<file path="config.mk">
export PLATFORM = sky130hd
export DESIGN_NAME = icache_refill_ctrl
export DESIGN_NICKNAME = d
export VERILOG_FILES = /design/src/rtl/icache_refill_ctrl_pkg.sv /design/src/rtl/icache_refill_ctrl_refill_line_asm.sv /design/src/rtl/icache_refill_ctrl.sv
export SDC_FILE = /design/constraint.sdc
export NUM_CORES = 1
export LEC_CHECK = 0
export ABC_AREA = 1
export BUFFER_PORTS_ARGS = -buffer_cell sky130_fd_sc_hd__buf_2
export CAP_MARGIN = 10
export CELL_PAD_IN_SITES_DETAIL_PLACEMENT = 0
export CELL_PAD_IN_SITES_GLOBAL_PLACEMENT = 2
export CORE_ASPECT_RATIO = 1.1
export CORE_MARGIN = 2
export CORE_UTILIZATION = 26
export CTS_CLUSTER_SIZE = 25
export DETAILED_ROUTE_END_ITERATION = 10
export PLACE_DENSITY_LB_ADDON = 0.1
export SYNTH_ARGS = -nofsm -noshare
export SYNTH_HDL_FRONTEND = slang
export SYNTH_HIERARCHICAL = 1
export SYNTH_SLANG_ARGS = --single-unit
</file>
<file path="constraint.sdc">
create_clock -name clk -period 1.5 [get_ports clk]
set_input_delay 0.075 -clock clk [delete_from_list [all_inputs] [get_ports clk]]
set_output_delay 0.075 -clock clk [all_outputs]
set_load 0.05 [all_outputs]
</file>
<file path="src/rtl/icache_refill_ctrl_pkg.sv">
// Shared parameters and types for the instruction-cache refill sequencer.
package icache_refill_ctrl_pkg;

    localparam int CPU_WORD            = 32;
    localparam int CPU_LINE_WORDS      = 4;
    localparam int CPU_ADDR_W          = 32;
    localparam int CACHE_LINE_WIDTH    = CPU_WORD * CPU_LINE_WORDS;
    localparam int CACHE_LINE_BYTE_LOG = $clog2(CACHE_LINE_WIDTH / 8);

    typedef enum logic [1:0] {
        S_IDLE = 2'd0,
        S_REQ  = 2'd1,
        S_RECV = 2'd2,
        S_FILL = 2'd3
    } refill_state_t;

endpackage

</file>
<file path="src/rtl/icache_refill_ctrl_refill_line_asm.sv">
// Beat counter and word-indexed line assembly register for a refill burst.
// The counter saturates at LINE_WORDS so surplus beats of a long burst are
// dropped, and words never written by a short burst stay at zero.
module refill_line_asm #(
    parameter int WORD       = 32,
    parameter int LINE_WORDS = 4
) (
    input  logic                       clk,
    input  logic                       rst,
    input  logic                       clear,
    input  logic                       wr_en,
    input  logic [WORD-1:0]            wr_data,
    output logic [WORD*LINE_WORDS-1:0] line
);

    localparam int CNT_W = $clog2(LINE_WORDS) + 1;

    logic [CNT_W-1:0] count;

    // Clear on reset or burst start; otherwise place each beat at the counter slot.
    always_ff @(posedge clk) begin
        if (rst || clear) begin
            line  <= '0;
            count <= '0;
        end else if (wr_en && (count < CNT_W'(LINE_WORDS))) begin
            for (int i = 0; i < LINE_WORDS; i++) begin
                if (count == CNT_W'(i)) begin
                    line[i*WORD +: WORD] <= wr_data;
                end
            end
            count <= count + 1'b1;
        end
    end

endmodule

</file>
<file path="src/rtl/icache_refill_ctrl.sv">
// I-cache line refill sequencer: one burst read per miss, assemble the line,
// then a single-cycle fill into the return buffer and the cache arrays.
module icache_refill_ctrl
    import icache_refill_ctrl_pkg::*;
#(
    parameter int WORD       = CPU_WORD,
    parameter int LINE_WORDS = CPU_LINE_WORDS,
    parameter int ADDR_W     = CPU_ADDR_W
) (
    input  logic                       clk,
    input  logic                       rst,
    input  logic                       miss_req,
    input  logic [ADDR_W-1:0]          miss_addr,
    input  logic                       flush,
    output logic                       rd_req,
    output logic [ADDR_W-1:0]          rd_addr,
    input  logic                       rd_rdy,
    input  logic                       ret_valid,
    input  logic                       ret_last,
    input  logic [WORD-1:0]            ret_data,
    output logic [WORD*LINE_WORDS-1:0] line_out,
    output logic                       buf_we,
    output logic                       mem_we,
    output logic                       refill_done,
    output logic                       busy
);

    localparam int BYTE_LOG = $clog2(WORD * LINE_WORDS / 8);
    localparam logic [ADDR_W-1:0] LINE_MASK = ~ADDR_W'((64'd1 << BYTE_LOG) - 64'd1);

    refill_state_t state_q, state_d;
    logic [ADDR_W-1:0] addr_q;
    logic              drop_q;
    logic              asm_clear;
    logic              asm_wr;

    refill_line_asm #(
        .WORD       (WORD),
        .LINE_WORDS (LINE_WORDS)
    ) u_line_asm (
        .clk     (clk),
        .rst     (rst),
        .clear   (asm_clear),
        .wr_en   (asm_wr),
        .wr_data (ret_data),
        .line    (line_out)
    );

    // State register.
    always_ff @(posedge clk) begin
        if (rst) begin
            state_q <= S_IDLE;
        end else begin
            state_q <= state_d;
        end
    end

    // Next-state and assembly control; a flush on the last beat also drops the line.
    always_comb begin
        state_d   = state_q;
        asm_clear = 1'b0;
        asm_wr    = 1'b0;
        case (state_q)
            S_IDLE: begin
                if (miss_req && !flush) begin
                    state_d = S_REQ;
                end
            end
            S_REQ: begin
                if (flush) begin
                    state_d = S_IDLE;
                end else if (rd_rdy) begin
                    asm_clear = 1'b1;
                    state_d   = S_RECV;
                end
            end
            S_RECV: begin
                asm_wr = ret_valid;
                if (ret_valid && ret_last) begin
                    state_d = (drop_q || flush) ? S_IDLE : S_FILL;
                end
            end
            S_FILL: begin
                state_d = S_IDLE;
            end
            default: begin
                state_d = S_IDLE;
            end
        endcase
    end

    // Latch the line-aligned miss address and track the sticky drop flag.
    always_ff @(posedge clk) begin
        if (rst) begin
            addr_q <= '0;
            drop_q <= 1'b0;
        end else begin
            if (state_q == S_IDLE && miss_req && !flush) begin
                addr_q <= miss_addr & LINE_MASK;
            end
            if (state_q == S_REQ) begin
                drop_q <= 1'b0;
            end else if (state_q == S_RECV && flush) begin
                drop_q <= 1'b1;
            end
        end
    end

    // Outputs decoded from state or taken from registers only.
    always_comb begin
        rd_req      = (state_q == S_REQ);
        rd_addr     = addr_q;
        buf_we      = (state_q == S_FILL);
        mem_we      = (state_q == S_FILL);
        refill_done = (state_q == S_FILL);
        busy        = (state_q != S_IDLE);
    end

endmodule
</file>
# After elaboration in Yosys (flattened, before gate mapping)
# Cells that the tools add are included.
# totals
regBits	162
output_inout_bits	165
elab_cells	47
# op_classes
n_addsub	1
n_lt_le_gt_ge	1
eq_ne	9
muxes	10
n_reduce_logical	18
# ops
cell	n
2-bit two-way mux	5
2-bit case mux with 4 select lines	1
2-bit AND reduction	4
3-bit by 2-bit == test with 1-bit output (second input constant)	2
1-bit logical AND	6
2-bit == test (second input constant)	2
1-bit two-way mux	4
2-bit != test (second input constant)	2
3-bit by 1-bit adder with 3-bit output (second input constant)	1
3-bit by 1-bit == test with 1-bit output (second input constant)	1
3-bit logical NOT	1
3-bit less-than comparator (second input constant)	1
3-bit by 2-bit != test with 1-bit output (second input constant)	1
3-bit AND reduction	1
2-bit by 1-bit == test with 1-bit output (second input constant)	1
2-bit logical NOT	1
1-bit logical OR	2
2-bit nonzero test	1
2-bit OR reduction	1
1-bit logical NOT	1

# Longest topological paths before layout
# Gate-level depths: netlist (run 1).
# logic_depth
ltp_word	4
mapped_depth	9

# Hierarchy
# Netlist (run 1), hierarchy kept.
# modules_own_cells
module	n_inst	cells_each	area_per_inst_um2	seq_area_each_um2
refill_line_asm	1	834	5522.8	2622.5
icache_refill_ctrl	1	171	1266.2	620.6

# Worst setup path after synthesis (run 1)
# OpenSTA, ideal clock, no wires.
# synth_path
kind	reg2reg
startpoint	register state_q[1]
endpoint	register u_line_asm.line[0]
setup_time_ps	113
arrival_ps	1191
path_slack_ps	197
stages_incl_launch_ff	8
period_less_slack_ps	1303
path_cell_list	dfxtp_1 > nand2_1 > nor2_1 > buf_4 > nand3_4 > buf_2 > nor2_1 > nor2_1
# synth_between
elab_chain_len	4
# synth_lines
item	line_no	rtl
start: declaration	icache_refill_ctrl.sv:31	refill_state_t state_q, state_d;
start signal: assignment	icache_refill_ctrl.sv:54	state_q <= state_d;
2-bit == test	icache_refill_ctrl.sv:63	case (state_q)
1-bit two-way mux	icache_refill_ctrl.sv:63	
net asm_wr	icache_refill_ctrl.sv:35	logic asm_wr;
1-bit logical AND	icache_refill_ctrl_refill_line_asm.sv:25	end else if (wr_en && (count < CNT_W'(LINE_WORDS))) begin
2-bit AND reduction (no line)	-	
end signal: indexed assignment	icache_refill_ctrl_refill_line_asm.sv:28	line[i*WORD +: WORD] <= wr_data;
end: declaration	icache_refill_ctrl_refill_line_asm.sv:13	output logic [WORD*LINE_WORDS-1:0] line
# The timed path passes the listed nets, and every way through them passes these cells.
# A chain may end at the register's enable or synchronous reset.

# Worst setup path after layout (run 1)
# layout_path
startpoint	register u_line_asm.count[0]
endpoint	register u_line_asm.line[102]
# layout_between
elab_chain_len	3
# layout_lines
item	line_no	rtl
start: declaration	icache_refill_ctrl_refill_line_asm.sv:18	logic [CNT_W-1:0] count;
start signal: assignment	icache_refill_ctrl_refill_line_asm.sv:31	count <= count + 1'b1;
3-bit less-than comparator	icache_refill_ctrl_refill_line_asm.sv:25	
1-bit logical AND	icache_refill_ctrl_refill_line_asm.sv:25	
2-bit AND reduction (no line) *	-	
# Every way passes the cells marked *; elsewhere a longest branch is shown, timed or not.

==> results of run 1 <==
[per-stage QoR]
step / hold WS, ns / setup TNS (ns)
after floorplan: 0.210 / 0
after detailed placement: 0.301 / 0
final: 0.0621 / 0
after global routing: 0.111 / -0.0686
after global placement: 0.296 / 0
after CTS: 0.0339 / 0
[worst register-to-register path: cells and delay by family (launching register included)]
kind,cells,cell delay (ns)
adders and majority gates,2,0.40
buffers and inverters,2,0.35
DFF,1,0.34
and+or+nand+nor,4,0.24
[power by group]
group | switching [µW] | leakage, µW | internal (µW) | total, µW
Clock | 1880 | 0.000310 | 2950 | 4830
Sequential | 222 | 0.00131 | 4730 | 4950
Combinational | 2870 | 0.00393 | 1080 | 3950
Total | 4970 | 0.00555 | 8760 | 13700
[sequential cells by signal, indices dropped and copies added, names as in the netlist]
signal and flops:
drop_q 1, u_line_asm/count 3, u_line_asm/line 128, state_q 2, rd_addr 28
[cell families after synthesis]
| family | Yosys count |
|---|---|
| AND/OR/NAND/NOR | 607 |
| buffers and inverters | 198 |
| adder cells (fa/ha/maj) | 5 |
| AO/OA/AOI/OAI | 32 |
| flip-flops | 162 |
| other | 1 |
[layer usage]
layer  part of all wire [%]  up-vias  GRT usage, %  wire length [µm]
li1                       -     3462             -                 -
met1                     45     2730          17.5              9390
met2                     46      180          24.2              9490
met3                    7.8       21          5.35              1620
met4                    1.2        0          4.02               244
met5                      0        -             0                 0
[cell type report]
class                   count  share of cell area (%)
flip-flops and latches    162                    33.4
multi-input cells         648                    27.1
repair buffers            319                    22.9
inverters                 145                    5.61
well taps                 352                    4.52
clock buffers              17                    4.37
clock inverters            13                    2.13
[layout by cell type, fill, tap and decap left out, types with 2 or more instances in the layout]
cell type,synthesis,final
buf_12,2,12
buf_2,16,226
buf_4,18,11
buf_6,13,2
bufinv_16,0,5
clkbuf_16,0,22
clkinv_2,0,3
conb_1,1,4
dfxtp_1,162,158
dfxtp_2,0,4
dlygate4sd3_1,0,61
ha_1,5,5
inv_1,142,141
inv_2,2,3
inv_6,0,3
nand2_1,270,264
nand2_2,0,4
nand2_4,0,2
nand3_1,2,2
nand3_4,4,4
nor2_1,327,324
nor2_2,2,3
nor2_4,1,3
o21ai_0,10,10
o21ai_1,19,19
[final timing paths]
check,to,startpoint,slack (ns)
setup / recovery,u_line_asm/line[102],u_line_asm/count[0],0.07
hold / removal,state_q[1],rd_rdy,0.06
setup reg to reg,u_line_asm/line[102],u_line_asm/count[0],0.07
hold reg to reg,drop_q,drop_q,0.46
[Yosys cell counts (3+ instances only)]
master | n | area [µm²]
inv_1 | 142 | 533
nand3_4 | 4 | 70.1
buf_6 | 13 | 146
buf_2 | 16 | 80.1
buf_4 | 18 | 135
dfxtp_1 | 162 | 3240
clkbuf_1 | 3 | 11.3
o21ai_1 | 19 | 95.1
o21ai_0 | 10 | 50.1
ha_1 | 5 | 62.6
nor2_1 | 327 | 1230
nand2_1 | 270 | 1010
[timing repair]
action,in CTS,in global routing
endpoints found under the hold margin,157,0
setup endpoints to repair,0,129
hold buffers,61,0
buffers inserted,0,2
gates resized for setup,0,21
==> flow_summary.ini, run 1 <==
[synthesis]
synthAdderAreaFrac_pct = 0.921
synthesis.area_um2 = 6790
synth_async_sr_flop_share_pct = 0
synth-simple-area-share_pct = 34.6
ys_warn_count = 6
synth_top_family_by_area = simple AND/OR/NAND/NOR gates
synth-xor-area-share_pct = 0
syn_inst = 1005
synth_mux_area_share_pct = 0
synth_area_per_cell_um2 = 6.76
synth-main-ff-cell = dfxtp_1
ys_seq_elements = 162
synth_cell_types = 24
synth_seq_area_share_pct = 47.8
synth_compound_area_share_pct = 2.45
synth_edf_count = 0

[cells_and_area]
areaGrowthSynthToFinish_pct = 43.5
stdcell_area_um2 = 9740
antenna_cells = 0
multiInputGateArea_um2 = 2640
nNetsFinal = 1369
final_cells = 1656
drive_above_1_share_pct = 24.0
regArea_um2 = 3250
fin_util_pct = 37.6
n_fill_cell = 2871

[detailed_routing]
drt-pass1-iter-count = 4
drtIter0Drc = 276
wl_um = 20700
wl_per_cell_um = 12.5
drc = 0
ant_nets = 0
vias = 6393
vias_per_cell = 3.86

[sta]
slew_headroom_pct = 66.7
rsz0062_at_grt = yes
fin_crit_ns = 1.43
tightest_slew_ns = 0.498
hold_viol_final = 0
clock-skew-final_ns = 0.0105
max_freq_ghz = 0.699
fin_crit_sh_pct = 95.4
setup_ws_ns = 0.0686
maxSlewViolCount = 0
setup_viol = 0

[placed_design]
dpl_worst_slack_ns = 0.0709
place_congestion = 0.719
place_area_um2 = 8280
post-place-cells = 1557
numPortBuffers = 227
dpl.hpwl_um = 13100

[critical_path]
reg2regPathDepth = 8
cp_max_fo = 14
cp_slowest_cell = dfxtp_2
slowest_delay_ns = 0.34
start_kind = flip-flop
crit_chain = ha_1, ha_1, nand3_4, buf_12, clkbuf_16, nand2_1, nand2_1, nor2_1
crit_cells = 8
worstPathArrival_ns = 1.75
path_delay_family = adder cells
crit_buf_inv = 2
cp.required_ns = 1.81
endpoint_kind = flip-flop
crit_type = flip-flop to flip-flop

[die]
die_w_um = 158
design.die.area_um2 = 27400
row_count = 62
core_area_um2 = 25900
io_pins = 236
die_y_um = 173
start_util_pct = 26.2

[cts]
cts_sinks = 162
cts_made_buffers = 17
cts_tree = done
clockRootBuffer = clkbuf_16
htreeDepth = 4
ctsLongestPathBuffers = 2
worstSkewPairLatency_ns = 0.42
clkTransAtPathRegs_ns = 0.07

[power_and_ir_drop]
peakVddDrop_mv = 0.630
cellLeakagePower_uw = 0.00555
p_total_uw = 13700
power_density_nw_per_um2 = 1410

[global_route]
gr-total-overflow = 0
grt_max_degree = 58
grt_pass1_wl_um = 31300
grt_util_all_layers_pct = 14.5
grt_antenna_before_repair = 0
grt_pass1_vias = 6070

[run_status]
outcome = complete, no violations

[worst_hold_path]
holdCritPathClass = input port to flip-flop
hold_path_depth = 5

[flow_run]
maxCapViolations = 0
Power figures use the tool's default switching activity.
==> run 2: changes to the inputs <==
--- a/config.mk
+++ b/config.mk
@@ -5,14 +5,14 @@
 export SDC_FILE = /design/constraint.sdc
 export NUM_CORES = 1
 export LEC_CHECK = 0
-export ABC_AREA = 1
+export ABC_AREA = 0
 export BUFFER_PORTS_ARGS = -buffer_cell sky130_fd_sc_hd__buf_2
 export CAP_MARGIN = 10
 export CELL_PAD_IN_SITES_DETAIL_PLACEMENT = 0
 export CELL_PAD_IN_SITES_GLOBAL_PLACEMENT = 2
 export CORE_ASPECT_RATIO = 1.1
 export CORE_MARGIN = 2
-export CORE_UTILIZATION = 26
+export CORE_UTILIZATION = 24
 export CTS_CLUSTER_SIZE = 25
 export DETAILED_ROUTE_END_ITERATION = 10
 export PLACE_DENSITY_LB_ADDON = 0.1
==> constraint.sdc (replaced) <==
create_clock -name clk -period 1.3 [get_ports clk]
set_input_delay 0.065 -clock clk [delete_from_list [all_inputs] [get_ports clk]]
set_output_delay 0.065 -clock clk [all_outputs]
set_load 0.05 [all_outputs]
==> run 2 against run 1 <==
Compared with the run above:
- the flow now finishes with violations (setup timing)
- via count down 8.5%
- total power decreased by 17%
- sequential power is 2% higher
- die area shrank 4.0%
- hold slack gained 0.015 ns
- synthesized area down 11%
- critical path depth shrank 1
- register-to-register slack got worse by 0.25 ns
- global-route usage up 1.0 points
- sequential share of layout area rose by 1.8 points
- sequential cell count stayed put
- clock power rose by 8.7%
- critical path type unchanged
==> flow_summary.ini, run 2 <==
[worst_hold_path]
holdCritPathClass = input port to flip-flop
min_from = miss_req

[power_and_ir_drop]
p_clk_share_pct = 46.1
p_comb_share_pct = 9.6
p_seq_share_pct = 44.3
peakVddDrop_mv = 0.758
p_switching_uw = 2990
cellLeakagePower_uw = 0.00382
p_sw_share_pct = 26.2
p_int_uw = 8410
power_density_nw_per_um2 = 1230

[global_route]
grt_util_all_layers_pct = 15.6
gr-total-overflow = 0
grt_pass1_wl_um = 31600
grt_antenna_before_repair = 0
grt_max_degree = 47
grt_pass1_vias = 5471

[sta]
max_freq_ghz = 0.674
setup_ws_ns = -0.185
clock-skew-final_ns = 0.0131
fin_crit_ns = 1.48
rsz0062_at_grt = yes
maxSlewViolCount = 0
fin_setup_tns_ns = -23.30
setup_viol = 166
hold_viol_final = 0
fin_crit_sh_pct = 114

[detailed_routing]
wl_per_cell_um = 15.8
wl_um = 21400
drt-pass1-iter-count = 4
ant_nets = 0
drc = 0
vias = 5850
vias_per_cell = 4.32
drtIter0Drc = 206

[placed_design]
dpl_worst_slack_ns = -0.311
place_congestion = 0.697
numPortBuffers = 227
dpl.hpwl_um = 14100
place_area_um2 = 7630

[synthesis]
syn_inst = 736
synth_largest_area_cell = dfxtp_1
synth_area_per_cell_um2 = 8.17
yosysMostFrequentCell = nand2_1
synth_seq_area_share_pct = 54.0
synth_top_area_share_pct = 54.0
synth_common_cells = nand2_1 (313), dfxtp_1 (162), a21oi_1 (158)
synth_area_leaders = dfxtp_1 (54%), nand2_1 (20%), a21oi_1 (13%), buf_6 (3.4%), buf_4 (1.9%)
ys_warn_count = 6
synthesis.area_um2 = 6010
synth-main-ff-cell = dfxtp_1
ys_seq_elements = 162
synth_async_sr_flop_share_pct = 0
synth_edf_count = 0
synth_cell_types = 34

[critical_path]
rr_startpoint = state_q[0]
crit_type = flip-flop to flip-flop
start_kind = flip-flop
worstPathArrival_ns = 1.84
cp.required_ns = 1.65
crit_start = state_q[0]
endpoint_kind = flip-flop
cp_max_fo = 23

[die]
die_w_um = 155
die_y_um = 170
design.die.area_um2 = 26300
start_util_pct = 24.5
row_count = 60
io_pins = 236
core_area_um2 = 24500

[cells_and_area]
areaGrowthSynthToFinish_pct = 54.0
n_fill_cell = 2611
top_register = u_line_asm/line
nNetsFinal = 1107
antenna_cells = 0
final_common_cell = nand2_1
drive_above_1_share_pct = 37.6
stdcell_area_um2 = 9260
mostFrequentLayoutCells = nand2_1 (291), buf_2 (222), dfxtp_1 (158)
largest_reg_flops = 128
fin_util_pct = 37.7

[cts]
htreeDepth = 4
cts_made_buffers = 17
ctsLongestPathBuffers = 2
worstSkewPairLatency_ns = 0.43
cts_sinks = 162
cts_tree = done
clkTransAtPathRegs_ns = 0.07
clockRootBuffer = clkbuf_16

[run_status]
outcome = finished with violations
violations = setup timing

[flow_run]
maxCapViolations = 0
## run 2: cell count changes after synthesis, sizes merged, moves of 4 or more
cell    change
nor2      -326
a21oi     +157
inv       -140
nand2      +44
o21ai      -30
nand3       -6
and3b       +4
clkbuf      +4
nand3b      +4
## run 2: critical path, stage by stage, from the launching register on
cell,delay [ns]
dfxtp_4,0.35
buf_12,0.13
nand2b_4,0.09
inv_8,0.03
and3_4,0.15
or2_4,0.31
clkbuf_16,0.22
a21oi_1,0.13
## run 2: kinds of logic (layout without fill, tap and decap cells)
group                    Yosys count  count (layout)  synth area share, %
adder cells (fa/ha/maj)            5               5                 1.04
multiplexers                       1               1                0.167
AND/OR/NAND/NOR                  338             338                 22.6
flip-flops                       162             162                 54.0
other                              1               4               0.0624
AO/OA/AOI/OAI                    164             164                 14.1
XOR/XNOR                           1               1                0.146
buffers and inverters             64             369                 8.01
## run 2: layer usage
metal	GRT usage, %	vias to the layer above	wire, µm
li1	-	2955	-
met1	19.9	2730	9530
met2	25.9	147	10600
met3	3.72	18	1050
met4	4.87	0	256
met5	0	-	0
## run 2: area by class of cell
class	count	area, µm²	area share, %
clock buffers	18	439	4.75
repair buffers	332	2370	25.7
multi-input cells	513	2610	28.2
well taps	310	388	4.19
clock inverters	14	168	1.81
flip-flops and latches	162	3250	35.1
inverters	5	26.3	0.284
## run 2: worst paths after layout
check	depth (start not counted)	slack, ns	to
setup / recovery	7	-0.18	u_line_asm/count[2]
hold / removal	3	0.08	state_q[0]
setup reg to reg	7	-0.18	u_line_asm/count[2]
hold reg to reg	2	0.45	u_line_asm/line[8]
## run 2: per-stage QoR
step / hold slack, ns / power [µW] / instances
detailed placement: 0.316 / 6000 / 1253
CTS: 0.0534 / 11600 / 1353
global route: 0.0803 / 11900 / 1354
finish: 0.0768 / 11400 / 1354
global placement: 0.312 / 6010 / 1253
floorplan: 0.137 / 5700 / 739
## run 2: what timing repair did
item,CTS,global route
hold endpoints to repair,159,0
setup endpoints to repair,166,166
buffers inserted,3,0
cloned,2,1
pin swaps,23,3
hold buffers,63,0
resized for setup,40,46
## run 2: power by group through the flow
stage / clock network, µW / registers (µW) / logic (µW)
after floorplan: 0 / 5340 / 361
final: 5250 / 5050 / 1100
after CTS: 5480 / 5040 / 1050
after detailed placement: 0 / 5160 / 845
after global routing: 5660 / 5050 / 1170
after global placement: 0 / 5160 / 853
==> run 3: changes to the inputs <==
--- a/config.mk
+++ b/config.mk
@@ -15,6 +15,7 @@
 export CORE_UTILIZATION = 24
 export CTS_CLUSTER_SIZE = 25
 export DETAILED_ROUTE_END_ITERATION = 10
+export HOLD_SLACK_MARGIN = 0.08
 export PLACE_DENSITY_LB_ADDON = 0.1
 export SYNTH_ARGS = -nofsm -noshare
 export SYNTH_HDL_FRONTEND = slang
==> constraint.sdc (replaced) <==
create_clock -name clk -period 1.3 [get_ports clk]
set_input_delay 0.13 -clock clk [delete_from_list [all_inputs] [get_ports clk]]
set_output_delay 0.13 -clock clk [all_outputs]
set_load 0.05 [all_outputs]
==> run 3 against run 2 <==
Compared with the run above:
- the flow still finishes with violations (setup timing)
- die area stayed put
- sequential cell count is the same
- sequential power hardly changed
- count of clock-buffer cells in the layout is 2 higher
- non-clock buffer count increased by 20
- clock power down 5.3%
- via count up 2.5%
- clock skew about the same
- cell count increased by 1.6%
==> flow_summary.ini, run 3 (synthesis gave the netlist of run 2 again) <==
[run_status]
violations = setup timing
outcome = finished with violations

[critical_path]
worstPathArrival_ns = 1.90
crit_type = flip-flop to flip-flop
cp.required_ns = 1.66
endpoint_kind = flip-flop
start_kind = flip-flop
cp_max_fo = 15

[placed_design]
place_congestion = 0.697
dpl_worst_slack_ns = -0.308
dpl.hpwl_um = 14100
place_area_um2 = 7650
numPortBuffers = 227

[cts]
cts_made_buffers = 17
worstSkewPairLatency_ns = 0.43
cts_sinks = 162
ctsLongestPathBuffers = 2
htreeDepth = 4
clkTransAtPathRegs_ns = 0.07
clockRootBuffer = clkbuf_16
cts_tree = done

[sta]
setup_viol = 166
setup_ws_ns = -0.246
hold_viol_final = 0
clock-skew-final_ns = 0.0133
fin_crit_ns = 1.55
fin_setup_tns_ns = -32.32
rsz0062_at_grt = yes
maxSlewViolCount = 0
max_freq_ghz = 0.647
fin_crit_sh_pct = 119

[detailed_routing]
ant_nets = 0
wl_um = 22800
drt-pass1-iter-count = 6
drc = 0
vias_per_cell = 4.36
drtIter0Drc = 173
wl_per_cell_um = 16.5
vias = 5995

[power_and_ir_drop]
cellLeakagePower_uw = 0.00411
power_density_nw_per_um2 = 1140
peakVddDrop_mv = 0.771

[cells_and_area]
antenna_cells = 0
final_common_cell = nand2_1
largest_reg_flops = 128
top_register = u_line_asm/line
areaGrowthSynthToFinish_pct = 65.4
fin_util_pct = 40.5
nNetsFinal = 1128
mostFrequentLayoutCells = nand2_1 (270), buf_2 (223), dfxtp_1 (158)
drive_above_1_share_pct = 46.2
stdcell_area_um2 = 9940

[global_route]
met3_usage_pct = 4.07
grt_pass1_vias = 5759
grt_max_degree = 32
grt_use_met2_pct = 28.4
grt_pass1_wl_um = 33200
grt_antenna_before_repair = 0
grt_util_all_layers_pct = 16.4
globalRouteMet1Util_pct = 20.3
gr-total-overflow = 0
grt_busiest_layer = met2

[die]
core_area_um2 = 24500
die_y_um = 170
die_w_um = 155
start_util_pct = 24.5
io_pins = 236
design.die.area_um2 = 26300
row_count = 60

[worst_hold_path]
holdCritPathClass = input port to flip-flop

[flow_run]
maxCapViolations = 0
-- run 3: cell count changes in the layout (fill, tap and decap cells not counted), sizes merged --
cell,change
buf,+18
clkinv,-1
bufinv,-1
and2,+1
clkinvlp,+2
clkbuf,+4
inv,-2
-- run 3: area by class of cell --
type                            instances  area (µm²)
Fill cell                            2547       14600
Sequential cell                       162        3250
Multi-Input combinational cell        514        2940
Timing Repair Buffer                  352        2770
Clock buffer                           20         447
Tap cell                              310         388
Clock inverter                         12         124
Inverter                                5        26.3
-- run 3: critical path, cell delays in order, from the launching register on --
cell       delay [ns]
dfxtp_4          0.35
buf_12           0.13
nand2b_4         0.09
inv_8            0.03
and3_4           0.15
or2_4            0.27
buf_12           0.17
clkbuf_16        0.18
a21oi_1          0.11
-- run 3: path summary, 6_finish.rpt --
kind / slack [ns] / end / cells after the start / startpoint
max: -0.25 / u_line_asm/line[12] / 8 / state_q[0]
min: 0.13 / state_q[1] / 3 / rd_rdy
max reg2reg: -0.25 / u_line_asm/line[12] / 8 / state_q[0]
min reg2reg: 0.45 / u_line_asm/line[79] / 2 / u_line_asm/line[79]
-- run 3: what timing repair did --
item                                    4_1_cts  5_1_grt
gates cloned                                  9        4
hold buffers                                 63        1
gates resized for setup                     105       96
pin swaps                                     3       29
buffers inserted                              8        5
endpoints found under the setup margin      165      166
hold endpoints to repair                    159        1
-- run 3: report_power, final --
group / internal, µW / switching (µW)
Sequential: 5010 / 32.4
Clock: 2730 / 2240
Combinational: 549 / 725
Total: 8290 / 3000
-- run 3: per-stage QoR --
step / hold WS (ns) / instances / total power [µW]
2_1_floorplan: 0.202 / 739 / 5700
3_3_place_gp: 0.376 / 1255 / 6020
3_5_place_dp: 0.379 / 1255 / 6010
4_1_cts: 0.111 / 1367 / 11400
5_1_grt: 0.150 / 1375 / 11800
6_report: 0.127 / 1375 / 11300
-- run 3: per-layer routing --
metal / vias to the layer above / share of wire (%)
met5: - / 0
met4: 0 / 0.79
met3: 13 / 4.5
met2: 142 / 50
met1: 2837 / 45
li1: 3003 / -
